File: config.mk
export PLATFORM = sky130hd
export DESIGN_NAME = jtframe_dwnld_banks_flat
export DESIGN_NICKNAME = d
export VERILOG_FILES = /design/src/rtl/jtframe_dwnld_pkg.sv /design/src/rtl/jtframe_dwnld_banks_if.sv /design/src/rtl/jtframe_dwnld_fifo.sv /design/src/rtl/jtframe_dwnld_banks.sv /design/src/flat_wrapper.sv
export SDC_FILE = /design/constraint.sdc
export NUM_CORES = 1
export LEC_CHECK = 0
export CAP_MARGIN = 15
export CORE_UTILIZATION = 60
export CTS_CLUSTER_SIZE = 20
export DETAILED_ROUTE_END_ITERATION = 6
export GPL_TIMING_DRIVEN = 0
export PLACE_DENSITY_LB_ADDON = 0.3
export RECOVER_POWER = 50
export SLEW_MARGIN = 0
export SYNTH_ARGS = -nofsm -noshare
export SYNTH_HDL_FRONTEND = slang
export SYNTH_SLANG_ARGS = --single-unit
File: constraint.sdc
create_clock -name clk -period 3.65 [get_ports clk]
set_clock_uncertainty 0.05 [all_clocks]
set_input_delay 0.73 -clock clk [delete_from_list [all_inputs] [get_ports clk]]
set_output_delay 0.73 -clock clk [all_outputs]
set_load 0.05 [all_outputs]
File: src/rtl/jtframe_dwnld_pkg.sv
// rtl/jtframe_dwnld_pkg.sv - shared types and defaults for the banked ROM download path
package jtframe_dwnld_pkg;

   typedef enum logic [1:0] {
      ST_IDLE  = 2'd0,
      ST_ISSUE = 2'd1,
      ST_GAP   = 2'd2
   } state_t;

   // Word addresses are kept at full 24-bit width and trimmed to SDRAMW at the output.
   localparam int ENTRY_AW = 24;

   localparam logic [24:0] BA1_START_DEF = 25'h040_0000;
   localparam logic [24:0] BA2_START_DEF = 25'h080_0000;
   localparam logic [24:0] BA3_START_DEF = 25'h0C0_0000;

   typedef struct packed {
      logic [1:0]          ba;
      logic [ENTRY_AW-1:0] addr;
      logic [1:0]          mask;
      logic [7:0]          data;
   } entry_t;

   function automatic logic [1:0] lane_mask(input logic odd);
      return odd ? 2'b01 : 2'b10;
   endfunction

endpackage

File: src/rtl/jtframe_dwnld_banks_if.sv
// rtl/jtframe_dwnld_banks_if.sv - SDRAM programming request bus
interface jtframe_dwnld_banks_if #(
   parameter int SDRAMW = 22
);
   logic [SDRAMW-1:0] prog_addr;
   logic [15:0]       prog_data;
   logic [1:0]        prog_mask;
   logic [1:0]        prog_ba;
   logic              prog_we;
   logic              prog_rdy;

   modport master (
      output prog_addr, prog_data, prog_mask, prog_ba, prog_we,
      input  prog_rdy
   );

   modport slave (
      input  prog_addr, prog_data, prog_mask, prog_ba, prog_we,
      output prog_rdy
   );
endinterface

File: src/rtl/jtframe_dwnld_fifo.sv
// rtl/jtframe_dwnld_fifo.sv - DEPTH-entry synchronous FIFO of pending SDRAM byte writes
module jtframe_dwnld_fifo
   import jtframe_dwnld_pkg::*;
#(
   parameter int DEPTH = 4
)(
   input  logic   clk,
   input  logic   rst_n,
   input  logic   push,
   input  logic   pop,
   input  entry_t din,
   output entry_t dout,
   output logic   full,
   output logic   empty
);
   localparam int AW = (DEPTH > 1) ? $clog2(DEPTH) : 1;

   entry_t        mem [DEPTH];
   logic [AW-1:0] wr_ptr;
   logic [AW-1:0] rd_ptr;
   logic [AW:0]   count;
   logic          do_push;
   logic          do_pop;

   assign full    = (count == (AW+1)'(DEPTH));
   assign empty   = (count == '0);
   // A pop on the same edge frees the slot the push needs.
   assign do_pop  = pop && !empty;
   assign do_push = push && (!full || do_pop);
   assign dout    = mem[rd_ptr];

   always_ff @(posedge clk) begin
      if (do_push) mem[wr_ptr] <= din;
   end

   always_ff @(posedge clk or negedge rst_n) begin
      if (!rst_n) begin
         wr_ptr <= '0;
         rd_ptr <= '0;
         count  <= '0;
      end else begin
         if (do_push) wr_ptr <= wr_ptr + 1'b1;
         if (do_pop)  rd_ptr <= rd_ptr + 1'b1;
         case ({do_push, do_pop})
            2'b10:   count <= count + 1'b1;
            2'b01:   count <= count - 1'b1;
            default: count <= count;
         endcase
      end
   end

endmodule

File: src/rtl/jtframe_dwnld_banks.sv
// rtl/jtframe_dwnld_banks.sv - queues downloaded bytes and writes them into SDRAM banks; JTFRAME_DWNLD_PROM_EN adds a PROM bypass port
module jtframe_dwnld_banks
   import jtframe_dwnld_pkg::*;
#(
   parameter int          SDRAMW    = 22,
   parameter int          BANKS     = 4,
   parameter logic [24:0] BA1_START = BA1_START_DEF,
   parameter logic [24:0] BA2_START = BA2_START_DEF,
   parameter logic [24:0] BA3_START = BA3_START_DEF,
   parameter int          DEPTH     = 4
`ifdef JTFRAME_DWNLD_PROM_EN
   ,
   parameter logic [24:0] PROM_START = 25'h1F0_0000
`endif
)(
   input  logic        clk,
   input  logic        rst_n,
   input  logic        downloading,
   input  logic [24:0] ioctl_addr,
   input  logic [7:0]  ioctl_dout,
   input  logic        ioctl_wr,
   jtframe_dwnld_banks_if.master prog,
   output logic        dwnld_busy,
   output logic        ovf
`ifdef JTFRAME_DWNLD_PROM_EN
   ,
   output logic        prom_we,
   output logic [9:0]  prom_addr
`endif
);

   state_t              state;
   entry_t              new_entry;
   entry_t              head;
   logic                fifo_full;
   logic                fifo_empty;
   logic                push;
   logic                pop;
   logic                drop;
   logic                is_prom;
   logic                downloading_d;
   logic [1:0]          sel_ba;
   logic [ENTRY_AW-1:0] sel_start;
   logic                unused_addr_bits;

   // Later banks override earlier ones, so the highest matching start wins.
   always_comb begin
      sel_ba    = 2'd0;
      sel_start = '0;
      if (BANKS > 1 && ioctl_addr >= BA1_START) begin
         sel_ba    = 2'd1;
         sel_start = BA1_START[24:1];
      end
      if (BANKS > 2 && ioctl_addr >= BA2_START) begin
         sel_ba    = 2'd2;
         sel_start = BA2_START[24:1];
      end
      if (BANKS > 3 && ioctl_addr >= BA3_START) begin
         sel_ba    = 2'd3;
         sel_start = BA3_START[24:1];
      end
   end

   assign new_entry.ba   = sel_ba;
   assign new_entry.addr = ioctl_addr[24:1] - sel_start;
   assign new_entry.mask = lane_mask(ioctl_addr[0]);
   assign new_entry.data = ioctl_dout;

`ifdef JTFRAME_DWNLD_PROM_EN
   assign is_prom = (ioctl_addr >= PROM_START);

   always_ff @(posedge clk or negedge rst_n) begin
      if (!rst_n) begin
         prom_we   <= 1'b0;
         prom_addr <= '0;
      end else begin
         prom_we <= ioctl_wr && is_prom;
         if (ioctl_wr && is_prom) prom_addr <= 10'(ioctl_addr - PROM_START);
      end
   end
`else
   assign is_prom = 1'b0;
`endif

   assign push = ioctl_wr && !is_prom;
   assign pop  = (state == ST_ISSUE) && prog.prog_rdy;
   assign drop = push && fifo_full && !pop;

   jtframe_dwnld_fifo #(
      .DEPTH (DEPTH)
   ) u_fifo (
      .clk   (clk),
      .rst_n (rst_n),
      .push  (push),
      .pop   (pop),
      .din   (new_entry),
      .dout  (head),
      .full  (fifo_full),
      .empty (fifo_empty)
   );

   assign unused_addr_bits = ^head.addr;
   assign dwnld_busy = downloading || !fifo_empty || (state != ST_IDLE);

   always_ff @(posedge clk or negedge rst_n) begin
      if (!rst_n) begin
         downloading_d <= 1'b0;
         ovf           <= 1'b0;
      end else begin
         downloading_d <= downloading;
         if (drop)                              ovf <= 1'b1;
         else if (downloading && !downloading_d) ovf <= 1'b0;
      end
   end

   // The head stays in the FIFO until rdy so a lost request is never silently dropped.
   always_ff @(posedge clk or negedge rst_n) begin
      if (!rst_n) begin
         state          <= ST_IDLE;
         prog.prog_we   <= 1'b0;
         prog.prog_addr <= '0;
         prog.prog_data <= '0;
         prog.prog_mask <= 2'b11;
         prog.prog_ba   <= 2'd0;
      end else begin
         case (state)
            ST_IDLE: begin
               if (!fifo_empty) begin
                  prog.prog_addr <= SDRAMW'(head.addr);
                  prog.prog_data <= {head.data, head.data};
                  prog.prog_mask <= head.mask;
                  prog.prog_ba   <= head.ba;
                  prog.prog_we   <= 1'b1;
                  state          <= ST_ISSUE;
               end
            end
            ST_ISSUE: begin
               if (prog.prog_rdy) begin
                  prog.prog_we <= 1'b0;
                  state        <= ST_GAP;
               end
            end
            ST_GAP: begin
               state <= ST_IDLE;
            end
            default: begin
               prog.prog_we <= 1'b0;
               state        <= ST_IDLE;
            end
         endcase
      end
   end

endmodule

File: src/flat_wrapper.sv
// flat-port wrapper written by rule: the top's interface ports become plain ports
module jtframe_dwnld_banks_flat import jtframe_dwnld_pkg::*;
#(
   parameter int          SDRAMW    = 22,
   parameter int          BANKS     = 4,
   parameter logic [24:0] BA1_START = BA1_START_DEF,
   parameter logic [24:0] BA2_START = BA2_START_DEF,
   parameter logic [24:0] BA3_START = BA3_START_DEF,
   parameter int          DEPTH     = 4

)
  (clk, rst_n, downloading, ioctl_addr, ioctl_dout, ioctl_wr, dwnld_busy, ovf, prog_prog_addr, prog_prog_data, prog_prog_mask, prog_prog_ba, prog_prog_we, prog_prog_rdy);
  jtframe_dwnld_banks_if #(.SDRAMW(SDRAMW)) prog_i ();
  input  logic clk;
  input  logic rst_n;
  input  logic downloading;
  input  logic [24:0] ioctl_addr;
  input  logic [7:0] ioctl_dout;
  input  logic ioctl_wr;
  output logic dwnld_busy;
  output logic ovf;
  output wire logic [$bits(prog_i.prog_addr)-1:0] prog_prog_addr;
  output wire logic [$bits(prog_i.prog_data)-1:0] prog_prog_data;
  output wire logic [$bits(prog_i.prog_mask)-1:0] prog_prog_mask;
  output wire logic [$bits(prog_i.prog_ba)-1:0] prog_prog_ba;
  output wire logic [$bits(prog_i.prog_we)-1:0] prog_prog_we;
  input wire logic [$bits(prog_i.prog_rdy)-1:0] prog_prog_rdy;
  assign prog_prog_addr = prog_i.prog_addr;
  assign prog_prog_data = prog_i.prog_data;
  assign prog_prog_mask = prog_i.prog_mask;
  assign prog_prog_ba = prog_i.prog_ba;
  assign prog_prog_we = prog_i.prog_we;
  assign prog_i.prog_rdy = prog_prog_rdy;
  jtframe_dwnld_banks #(.SDRAMW(SDRAMW), .BANKS(BANKS), .BA1_START(BA1_START), .BA2_START(BA2_START), .BA3_START(BA3_START), .DEPTH(DEPTH)) u_core (.clk(clk), .rst_n(rst_n), .downloading(downloading), .ioctl_addr(ioctl_addr), .ioctl_dout(ioctl_dout), .ioctl_wr(ioctl_wr), .prog(prog_i), .dwnld_busy(dwnld_busy), .ovf(ovf));
endmodule
# ---- Word-level counts from Yosys, hierarchy flattened
# Memory sizes are Yosys's and may differ from the RTL's.
# Cells that the tools add are included.
dict set report op_classes {
  n_reduce_logical 21
  eq_ne 7
  add_sub_neg 5
  bitwise 2
  muxes 18
  order_cmp 3
}
# operator n
set op_table {}
lappend op_table {{$ge 25x24->1 const B} 2}
lappend op_table {{$mux 24} 2}
lappend op_table {{$ge 25x23->1 const B} 1}
lappend op_table {{$sub 24x24->24} 1}
lappend op_table {{$mux 22} 1}
lappend op_table {{$mux 2} 5}
lappend op_table {{$mux 1} 7}
lappend op_table {{$logic_and 1x1->1} 6}
lappend op_table {{$pmux 3 s2} 1}
lappend op_table {{$reduce_bool 2->1} 3}
lappend op_table {{$add 2x1->2 const B} 2}
lappend op_table {{$eq 2x1->1 const B} 2}
lappend op_table {{$eq 2x2->1 const B} 2}
lappend op_table {{$logic_not 1->1} 4}
lappend op_table {{$ne 2x2->1 const B} 2}
lappend op_table {{$pmux 2 s2} 1}
lappend op_table {{$reduce_and 2->1} 2}
lappend op_table {{$add 3x1->3 const B} 1}
lappend op_table {{$eq 3x3->1 const B} 1}
lappend op_table {{$logic_not 3->1} 1}
lappend op_table {{$logic_or 1x1->1} 3}
lappend op_table {{$pmux 1 s3} 1}
lappend op_table {{$reduce_and 3->1} 1}
lappend op_table {{$sub 3x1->3 const B} 1}
lappend op_table {{other kinds (2)} 3}
dict set report word_totals {
  memories 1
  elab_cells 68
  ram_bits 144
  output_inout_bits 45
  register_bits 54
  input_bits 38
}
# memory depth width read_ports rd_clocked_by_memory_dff wr line
set mem_list {}
lappend mem_list {u_core.u_fifo.mem 4 36 1 0 1 jtframe_dwnld_fifo.sv:18} ;# entry_t mem [DEPTH];

# ---- Depth between registers and ports, before layout
# Gate-level depths: netlist (run 1).
dict set report logic_depth {
  word_depth 7
  mapped_depth 8
  ltp_nobuf 8
}

# ---- By module
# From an unflattened synthesis (run 1), not the netlist that was laid out.
dict set report unflattened {
  hier_cells 350
  area_unflattened_um2 7322.0
}
# mod n_inst area_each_um2 seq_area_each_um2 cells_per_inst
set by_module_without_submodules {}
lappend by_module_without_submodules {jtframe_dwnld_fifo 1 5696.7 4499.3 240}
lappend by_module_without_submodules {jtframe_dwnld_banks 1 1625.3 978.4 110}

# ---- Least setup slack after synthesis (run 1)
# OpenSTA, ideal clock, no wires.
dict set report synth_path {
  path_kind {input -> register}
  startpoint {in prog_prog_rdy}
  endpoint {mem u_core.u_fifo.mem[0][0] in the netlist's numbering, enable pin}
  arrival_ns 2.154
  path_slack_ns 1.052
  setup_time_ns 0.394
  path_stages 3
  n_path_buf 0
  required_ns 3.206
  cell_sequence {nand3b_1 > a31oi_1 > and2_1}
}
dict set report synth_via {
  elab_chain_cells 6
}
# element line
set synth_rtl {}
lappend synth_rtl {{from (decl)} flat_wrapper.sv:27} ;# input wire logic [$bits(prog_i.prog_rdy)-1:0] prog_prog_rdy;
lappend synth_rtl {{$logic_and 1x1->1} jtframe_dwnld_banks.sv:86} ;# assign pop = (state == ST_ISSUE) && prog.prog_rdy;
lappend synth_rtl {{$logic_and 1x1->1} jtframe_dwnld_fifo.sv:28} ;# assign do_pop = pop && !empty;
lappend synth_rtl {{$logic_or 1x1->1} jtframe_dwnld_fifo.sv:29} ;# assign do_push = push && (!full || do_pop);
lappend synth_rtl {{$logic_and 1x1->1} jtframe_dwnld_fifo.sv:29}
lappend synth_rtl {{$mux 1} jtframe_dwnld_fifo.sv:33} ;# if (do_push) mem[wr_ptr] <= din;
lappend synth_rtl {{$mux 1 (implied by the code)} jtframe_dwnld_fifo.sv:33}
lappend synth_rtl {{to (decl)} jtframe_dwnld_fifo.sv:18}
# No other way between the ends.

# ---- Final worst setup path (run 1)
dict set report layout_path {
  startpoint {reg u_core.u_fifo.count[1]}
  endpoint {out dwnld_busy}
}
dict set report layout_via {
  elab_chain_cells 4
}
# element line
set layout_rtl {}
lappend layout_rtl {{from (decl)} jtframe_dwnld_fifo.sv:21} ;# logic [AW:0] count;
lappend layout_rtl {{from (signal assigned)} jtframe_dwnld_fifo.sv:45} ;# 2'b10: count <= count + 1'b1;
lappend layout_rtl {{from (signal assigned)} jtframe_dwnld_fifo.sv:46} ;# 2'b01: count <= count - 1'b1;
lappend layout_rtl {{from (signal assigned)} jtframe_dwnld_fifo.sv:47} ;# default: count <= count;
lappend layout_rtl {{$logic_not 3->1} jtframe_dwnld_fifo.sv:26} ;# assign empty = (count == '0);
lappend layout_rtl {{$logic_not 1->1} jtframe_dwnld_banks.sv:103} ;# assign dwnld_busy = downloading || !fifo_empty || (state != ST_IDLE);
lappend layout_rtl {{$logic_or 1x1->1 (2 in series)} jtframe_dwnld_banks.sv:103}
lappend layout_rtl {{to (decl)} flat_wrapper.sv:20} ;# output logic dwnld_busy;
# No other way between the ends.

==> qor.yml, run 1 <==
setup_violations: 0
fin_area_mm2: 0.00863
synth_fp_nets: 372
ctsHoldBuffers: 0
fin_crit_sh_pct: 83.3
drc_errors: 0
rrSetupSlack_ns: 1.16
cp-end-kind: "output pin"
h-tree-depth: 4
ctsResizeCount: 0
grt_pass1_vias: 3477
gr-usage-met2_pct: 36.7
finalNonFillerCells: 591
vias_per_cell: 5.75
drive_gt1_share_pct: 26.8
p_per_area_mw_per_mm2: 941
place_area_mm2: 0.00815
rsz0062_at_grt: "false"
post_cts_buffers: 0
numCtsBuffers: 17
reg2regPathDepth: 5
synth-seq-cells: 182
violations: "max-capacitance violations, max-slew violations"
peakVddDrop_uv: 783
grt_pass1_wl_um: 18800
grt_use_met1_pct: 29.4
place_ws_ns: 0.471
cts_tree: "done"
fp-row-count: 39
dieArea_mm2: 0.0122
clk_pin_slew_worst_paths_ns: 0.06
gp_congestion: 0.761
grt-busiest-layer: "met2"
p_comb_share_pct: 41.4
synth_seq_area_share_pct: 74.5
clk_latency_ns: 0.42
tightest_slew_ns: 1.98
grt_usage_pct: 22.8
clockPowerShare_pct: 20.8
cts_root_buffer: "clkbuf_16"
max_freq_mhz: 329
cts_sinks: 182
final_util_pct: 75.6
dp_cells: 559
grt_max_degree: 34
arrival_ns: 2.26
synthDistinctLibCells: 40
finalPower_mw: 8.12
synthCells: 329
hpwl_um: 7700
diodes: 0
firstDrtPassIters: 4
die_width_um: 110
yosysWarnings: 0
io_pins: 83
wl_per_cell_um: 20.5
nets: 478
min_period_ns: 3.04
finalHoldViolCount: 0
routed_wirelength_um: 12100
start_util_pct: 61.6
cap_violations: 1
core_mm2: 0.0114
antenna_violating_nets_post_route: 0
min_path_type: "input port to asynchronous set/reset pin"
max-slew-margin-rel_pct: -31.7
syn-cell-area_mm2: 0.00703
worstPathRequired_ns: 2.87
p_sw_mw: 2.86
drtIter0Drc: 152
pwr-share-seq_pct: 37.8
num_vias: 3398
portBuffers: 82
p_leak_nw: 3.05
antenna_found_initial: 0
slew_violations: 34
r2r-start: "u_core.u_fifo.count[1]"
die_h_um: 110
cts_max_path_buffers: 2
grt_remaining_overflow: 0
p_int_mw: 5.26
fill_cells: 656
status: "finished, violations left"
switching_share_pct: 35.2
area_growth_pct: 22.8
worstPathMaxFanout: 9
startpoint_type: "flip-flop"
fin_ws_ns: 0.611
worstSetupPathType: "flip-flop to output pin"
r2r-end: "u_core.prog.prog_ba[0]"
grt_use_met3_pct: 8.52
avgSynthCellArea_um2: 21.4
flip-flops by register name, indices dropped and copies added (netlist names), 2 cells and up:
| signal | flops |
|---|---|
| u_core.u_fifo.mem | 136 |
| u_core.prog.prog_addr | 22 |
| u_core.prog.prog_data | 8 |
| u_core.u_fifo.count | 3 |
| u_core.prog.prog_ba | 2 |
| u_core.prog.prog_mask | 2 |
| u_core.state | 2 |
| u_core.u_fifo.rd_ptr | 2 |
| u_core.u_fifo.wr_ptr | 2 |
layer usage:
metal,vias to the layer above,share of wire [%]
li1,1522,-
met1,1767,42
met2,100,52
met3,9,5.2
met4,0,0.81
met5,-,0
cell usage after synthesis, drive strengths merged:
library cell | instances | area [µm²]
a2111oi | 1 | 15.0
a31oi | 1 | 6.26
and2 | 5 | 31.3
buf | 18 | 185
clkbuf | 3 | 12.5
clkinv | 1 | 3.75
dfrtp | 44 | 1100
dfstp | 2 | 52.6
edfxtp | 136 | 4080
fa | 1 | 20.0
ha | 4 | 50.1
inv | 7 | 26.3
mux2 | 35 | 398
mux4 | 34 | 788
nand2 | 4 | 22.5
nand2b | 3 | 18.8
nand3 | 2 | 10.0
nand3b | 2 | 15.0
nand4b | 1 | 8.76
nor2 | 2 | 7.51
nor2b | 2 | 12.5
nor4 | 1 | 6.26
o2111ai | 2 | 17.5
o211ai | 1 | 7.51
o21ai | 4 | 20.0
o221ai | 2 | 17.5
o32a | 1 | 10.0
o32ai | 1 | 8.76
or2 | 3 | 18.8
or3 | 1 | 11.3
xnor2 | 3 | 26.3
xor2 | 2 | 17.5
critical path, stage by stage (launching register included):
cell and delay (ns):
dfrtp_1 0.35, clkbuf_1 0.19, or3_1 0.41, nand3b_1 0.18
clkdlybuf4s50_1 0.70
how the worst max path moves through the flow:
stage | slack (ns) | end | from
after floorplan | 1.05 | u_core.u_fifo.mem[0][0] | prog_prog_rdy
after global placement | -0.26 | u_core.u_fifo.mem[2][21] | prog_prog_rdy
after detailed placement | 0.47 | u_core.u_fifo.mem[0][26] | ioctl_wr
after CTS | 0.64 | dwnld_busy | u_core.u_fifo.count[2]
after global routing | 0.35 | u_core.prog.prog_addr[21] | rst_n
final | 0.61 | dwnld_busy | u_core.u_fifo.count[1]
power by group through the flow:
stage / sequential (mW) / clock, mW / combinational (mW)
floorplan: 3.77 / 0 / 1.76
global placement: 3.09 / 0 / 3.33
detailed placement: 3.11 / 0 / 3.49
CTS: 3.07 / 1.72 / 3.51
global route: 3.12 / 1.82 / 3.58
finish: 3.07 / 1.69 / 3.37
placed cells by master (no fill, tap or decap), drive strengths merged:
master | Yosys | layout
fa | 1 | 1
clkbuf | 3 | 28
bufinv | 0 | 1
nand2 | 4 | 4
xnor2 | 3 | 3
o32ai | 1 | 1
nand3 | 2 | 2
nand2b | 3 | 3
mux2 | 35 | 35
xor2 | 2 | 2
buf | 18 | 20
clkinvlp | 0 | 4
mux4 | 34 | 34
dfrtp | 44 | 44
nor2 | 2 | 2
and2 | 5 | 5
clkinv | 1 | 5
dlygate4sd3 | 0 | 34
or2 | 3 | 3
nor4 | 1 | 1
ha | 4 | 4
or3 | 1 | 1
nor2b | 2 | 2
o221ai | 2 | 2
inv | 7 | 9
clkdlybuf4s50 | 0 | 47
nand3b | 2 | 2
dfstp | 2 | 2
o2111ai | 2 | 2
o21ai | 4 | 4
o32a | 1 | 1
a2111oi | 1 | 1
a31oi | 1 | 1
o211ai | 1 | 1
edfxtp | 136 | 136
nand4b | 1 | 1
cell type report:
class,count,area (µm²),area share [%]
buffer,21,164,1.90
clock buffer,21,450,5.22
clock inverter,11,100,1.16
inverter,8,30.0,0.348
multi-input combinational,118,1560,18.0
sequential,182,5240,60.7
tap,143,179,2.07
timing repair buffer,87,913,10.6
stage by stage:
step / hold slack (ns) / setup TNS [ns]
2_1_floorplan: 0.384 / 0
3_3_place_gp: 0.412 / -35.02
3_5_place_dp: 0.416 / 0
4_1_cts: 0.180 / 0
5_1_grt: 0.422 / 0
6_report: 0.335 / 0
cells by family (layout without fill, tap and decap cells):
| kind of cell | after synthesis | in the layout | share of synthesized area, % |
|---|---|---|---|
| AOI/OAI and AO/OA | 13 | 13 | 1.46 |
| buffers and inverters | 29 | 148 | 3.24 |
| DFF | 182 | 182 | 74.5 |
| muxes | 69 | 69 | 16.9 |
| adders and majority gates | 5 | 5 | 0.997 |
| and+or+nand+nor | 26 | 26 | 2.31 |
| xor gates and xnor gates | 5 | 5 | 0.623 |
Note: power is estimated with default switching activity, not from simulation.
==> inputs of run 2 (changes only) <==
Settings changed: CORE_UTILIZATION 60 to 50.
Clock period 3.65 ns to 2.75 ns, I/O delays scaled along.
==> run 2 against run 1 <==
  * The flow now finishes without violations
  * First-iteration DRC count grew 12%
  * Sequential share of layout area decreased by 0.59 points
  * Worst setup slack worse by 0.43 ns
  * Combinational power grew 32%
  * Power rose by 35%
  * Count of clock-buffer cells in the layout stayed put
  * Cell count up 5.8%
  * Register-to-register slack worse by 0.90 ns
  * Clock power is 45% higher
  * Flip-flop and latch count unchanged
  * Highest routed layer unchanged
==> qor.yml, run 2 (same netlist as run 1, synthesis figures left out) <==
switching_share_pct: 34.6  # -0.63 points
max_freq_mhz: 390
path_cells: "clkbuf_2 -> or3_1 -> nand3b_1 -> dlygate4sd2_1"
fp-row-count: 42  # +7.7%
rrSetupSlack_ns: 0.26  # -0.90 ns
min-delay-start: "u_core.prog.prog_we"
fin_crit_sh_pct: 93.3
fin_ws_ns: 0.185  # -0.426 ns
drt-met1-wl_um: 5010  # -2.3%
routed_wirelength_um: 12200  # +0.55%
startpoint_type: "flip-flop"
antenna_found_initial: 0  # unchanged
drtIter0Drc: 170  # +12%
final_common_cell: "edfxtp_1"
largest_reg_flops: 136  # unchanged
rsz0062_at_grt: "false"
r2r-start: "u_core.u_fifo.count[1]"
cts_tree: "done"
drive_gt1_share_pct: 27.2  # +0.39 points
grt_usage_pct: 18.6  # -4.2 points
r2r-end: "u_core.prog.prog_data[12]"
start_util_pct: 52.3  # -9.3 points
final_cell_mix: "edfxtp_1, clkdlybuf4s50_1, dfrtp_1, mux2_2, dlygate4sd3_1"
pwr-share-seq_pct: 37.0  # -0.8 points
wl_met2_um: 6420  # +3.0%
worst_hold_path.num_cells: 2
crit_buf_inv: 2  # unchanged
vias_per_cell: 5.41  # -5.9%
max-slew-margin-rel_pct: 34.2  # +66 points
diodes: 0  # unchanged
numCtsBuffers: 17  # unchanged
cpPeakStageDelay_ns: 0.42  # -0.28 ns
gp_congestion: 0.704  # -7.4%
setup_violations: 0  # unchanged
firstDrtPassIters: 4  # unchanged
clockPowerShare_pct: 22.4  # +1.6 points
finalPower_mw: 10.9  # +35%
crit_path_top_delay_cell: "dlygate4sd2_1"
hpwl_um: 7490  # -2.7%
cp-end-kind: "output pin"
status: "finished, final reports clean"
nets: 479  # +0.21%
p_per_area_mw_per_mm2: 1260  # +33%
worstSetupPathType: "flip-flop to output pin"
clk_pin_slew_worst_paths_ns: 0.06  # about the same
portBuffers: 82  # unchanged
top_regs: "u_core.u_fifo.mem (136), u_core.prog.prog_addr (22), u_core.prog.prog_data (8)"
critical-path-top-delay-family: "simple AND/OR/NAND/NOR gates"
largest-register: "u_core.u_fifo.mem"
min_path_type: "flip-flop to flip-flop"
slew_violations: 0  # -100%
core_mm2: 0.0135  # +18%
die_h_um: 121  # +9.4%
min_to: "u_core.prog.prog_we"
tightest_slew_ns: 0.987  # -0.989 ns
clk_latency_ns: 0.42  # about the same
io_pins: 83  # unchanged
fill_cells: 937  # +43%
p_leak_nw: 3.08  # +1.0%
p_sw_mw: 3.79  # +32%
routed.top_layer: "met4"
grt_max_degree: 34  # unchanged
min_period_ns: 2.57
reg2regPathDepth: 5  # unchanged
h-tree-depth: 4  # unchanged
peakVddDrop_uv: 697  # -11%
drc_errors: 0  # unchanged
cts_sinks: 182  # unchanged
grt_pass1_vias: 3552  # +2.2%
cts_root_buffer: "clkbuf_16"
p_comb_share_pct: 40.7  # -0.7 points
wl_per_cell_um: 19.5  # -4.9%
wl_met3_um: 516  # -19%
num_vias: 3383  # -0.44%
worstPathRequired_ns: 2.15  # -0.72 ns
grt_remaining_overflow: 0  # unchanged
finalHoldViolCount: 0  # unchanged
die_width_um: 121  # +9.4%
worstPathMaxFanout: 9  # unchanged
area_growth_pct: 24.0
place_ws_ns: -0.197  # -0.668 ns
arrival_ns: 1.97  # -0.29 ns
dieArea_mm2: 0.0145  # +20%
p_int_mw: 7.15  # +36%
antenna_violating_nets_post_route: 0  # unchanged
grt_pass1_wl_um: 19300  # +2.4%
final_util_pct: 64.8  # -11 points
cts_max_path_buffers: 2  # unchanged
cap_violations: 0  # -1
==> run 2: cell types whose count changed in the layout (fill, tap and decap cells not counted), sizes merged <==
cell,previous run,this run
buf,20,19
dlygate4sd2,0,1
clkbuf,28,29
bufinv,1,3
clkinvlp,4,2
==> run 2: worst max path at each step <==
stage,start,endpoint,cells past startpoint
finish,u_core.u_fifo.count[1],dwnld_busy,4
CTS,u_core.u_fifo.count[1],dwnld_busy,4
floorplan,prog_prog_rdy,u_core.u_fifo.mem[2][0],3
global placement,ioctl_wr,u_core.u_fifo.mem[2][24],4
global route,prog_prog_rdy,u_core.u_fifo.count[1],8
detailed placement,prog_prog_rdy,u_core.u_fifo.count[1],8
==> run 2: repair_timing <==
item                       CTS  global route
hold endpoints to repair    13             0
buffers inserted             0             0
hold buffers                 1             0
gates resized for setup      1             0
setup endpoints to repair    1             0
==> run 2: area by class of cell <==
type | count | area [µm²] | share of cell area [%]
clock buffers | 21 | 450 | 5.17
flip-flops and latches | 182 | 5240 | 60.1
multi-input cells | 118 | 1560 | 17.9
inverters | 8 | 30.0 | 0.344
clock inverters | 11 | 149 | 1.71
repair buffers | 88 | 908 | 10.4
well taps | 176 | 220 | 2.53
plain buffers | 21 | 164 | 1.88
==> run 2: stage by stage <==
stage | instances | area (µm²) | hold slack, ns | TNS (ns)
CTS | 625 | 8780 | 0.433 | 0
global route | 625 | 8720 | 0.464 | 0
floorplan | 329 | 7030 | 0.204 | 0
detailed placement | 592 | 8170 | 0.417 | -6.26
global placement | 587 | 8070 | 0.420 | -153.08
finish | 625 | 8720 | 0.432 | 0
==> run 2: power groups by stage <==
stage / Sequential [mW] / Clock (mW) / Combinational, mW
floorplan: 5.00 / 0 / 2.33
detailed placement: 4.11 / 0 / 4.62
global route: 4.12 / 2.59 / 4.71
global placement: 4.09 / 0 / 4.43
CTS: 4.06 / 2.49 / 4.64
finish: 4.05 / 2.45 / 4.45
==> run 2: worst register-to-register path, cell delays in order (launching register included) <==
cell and delay, ns:
dfrtp_1 0.38, clkbuf_2 0.16, or3_1 0.40, nand2_1 0.44, clkbuf_1 0.53, mux2_2 0.41
==> run 2: routing by layer <==
layer,up-vias,GRT usage [%]
met5,-,0
met4,0,7.48
met3,16,4.58
met2,85,31.4
met1,1769,23.2
li1,1513,-
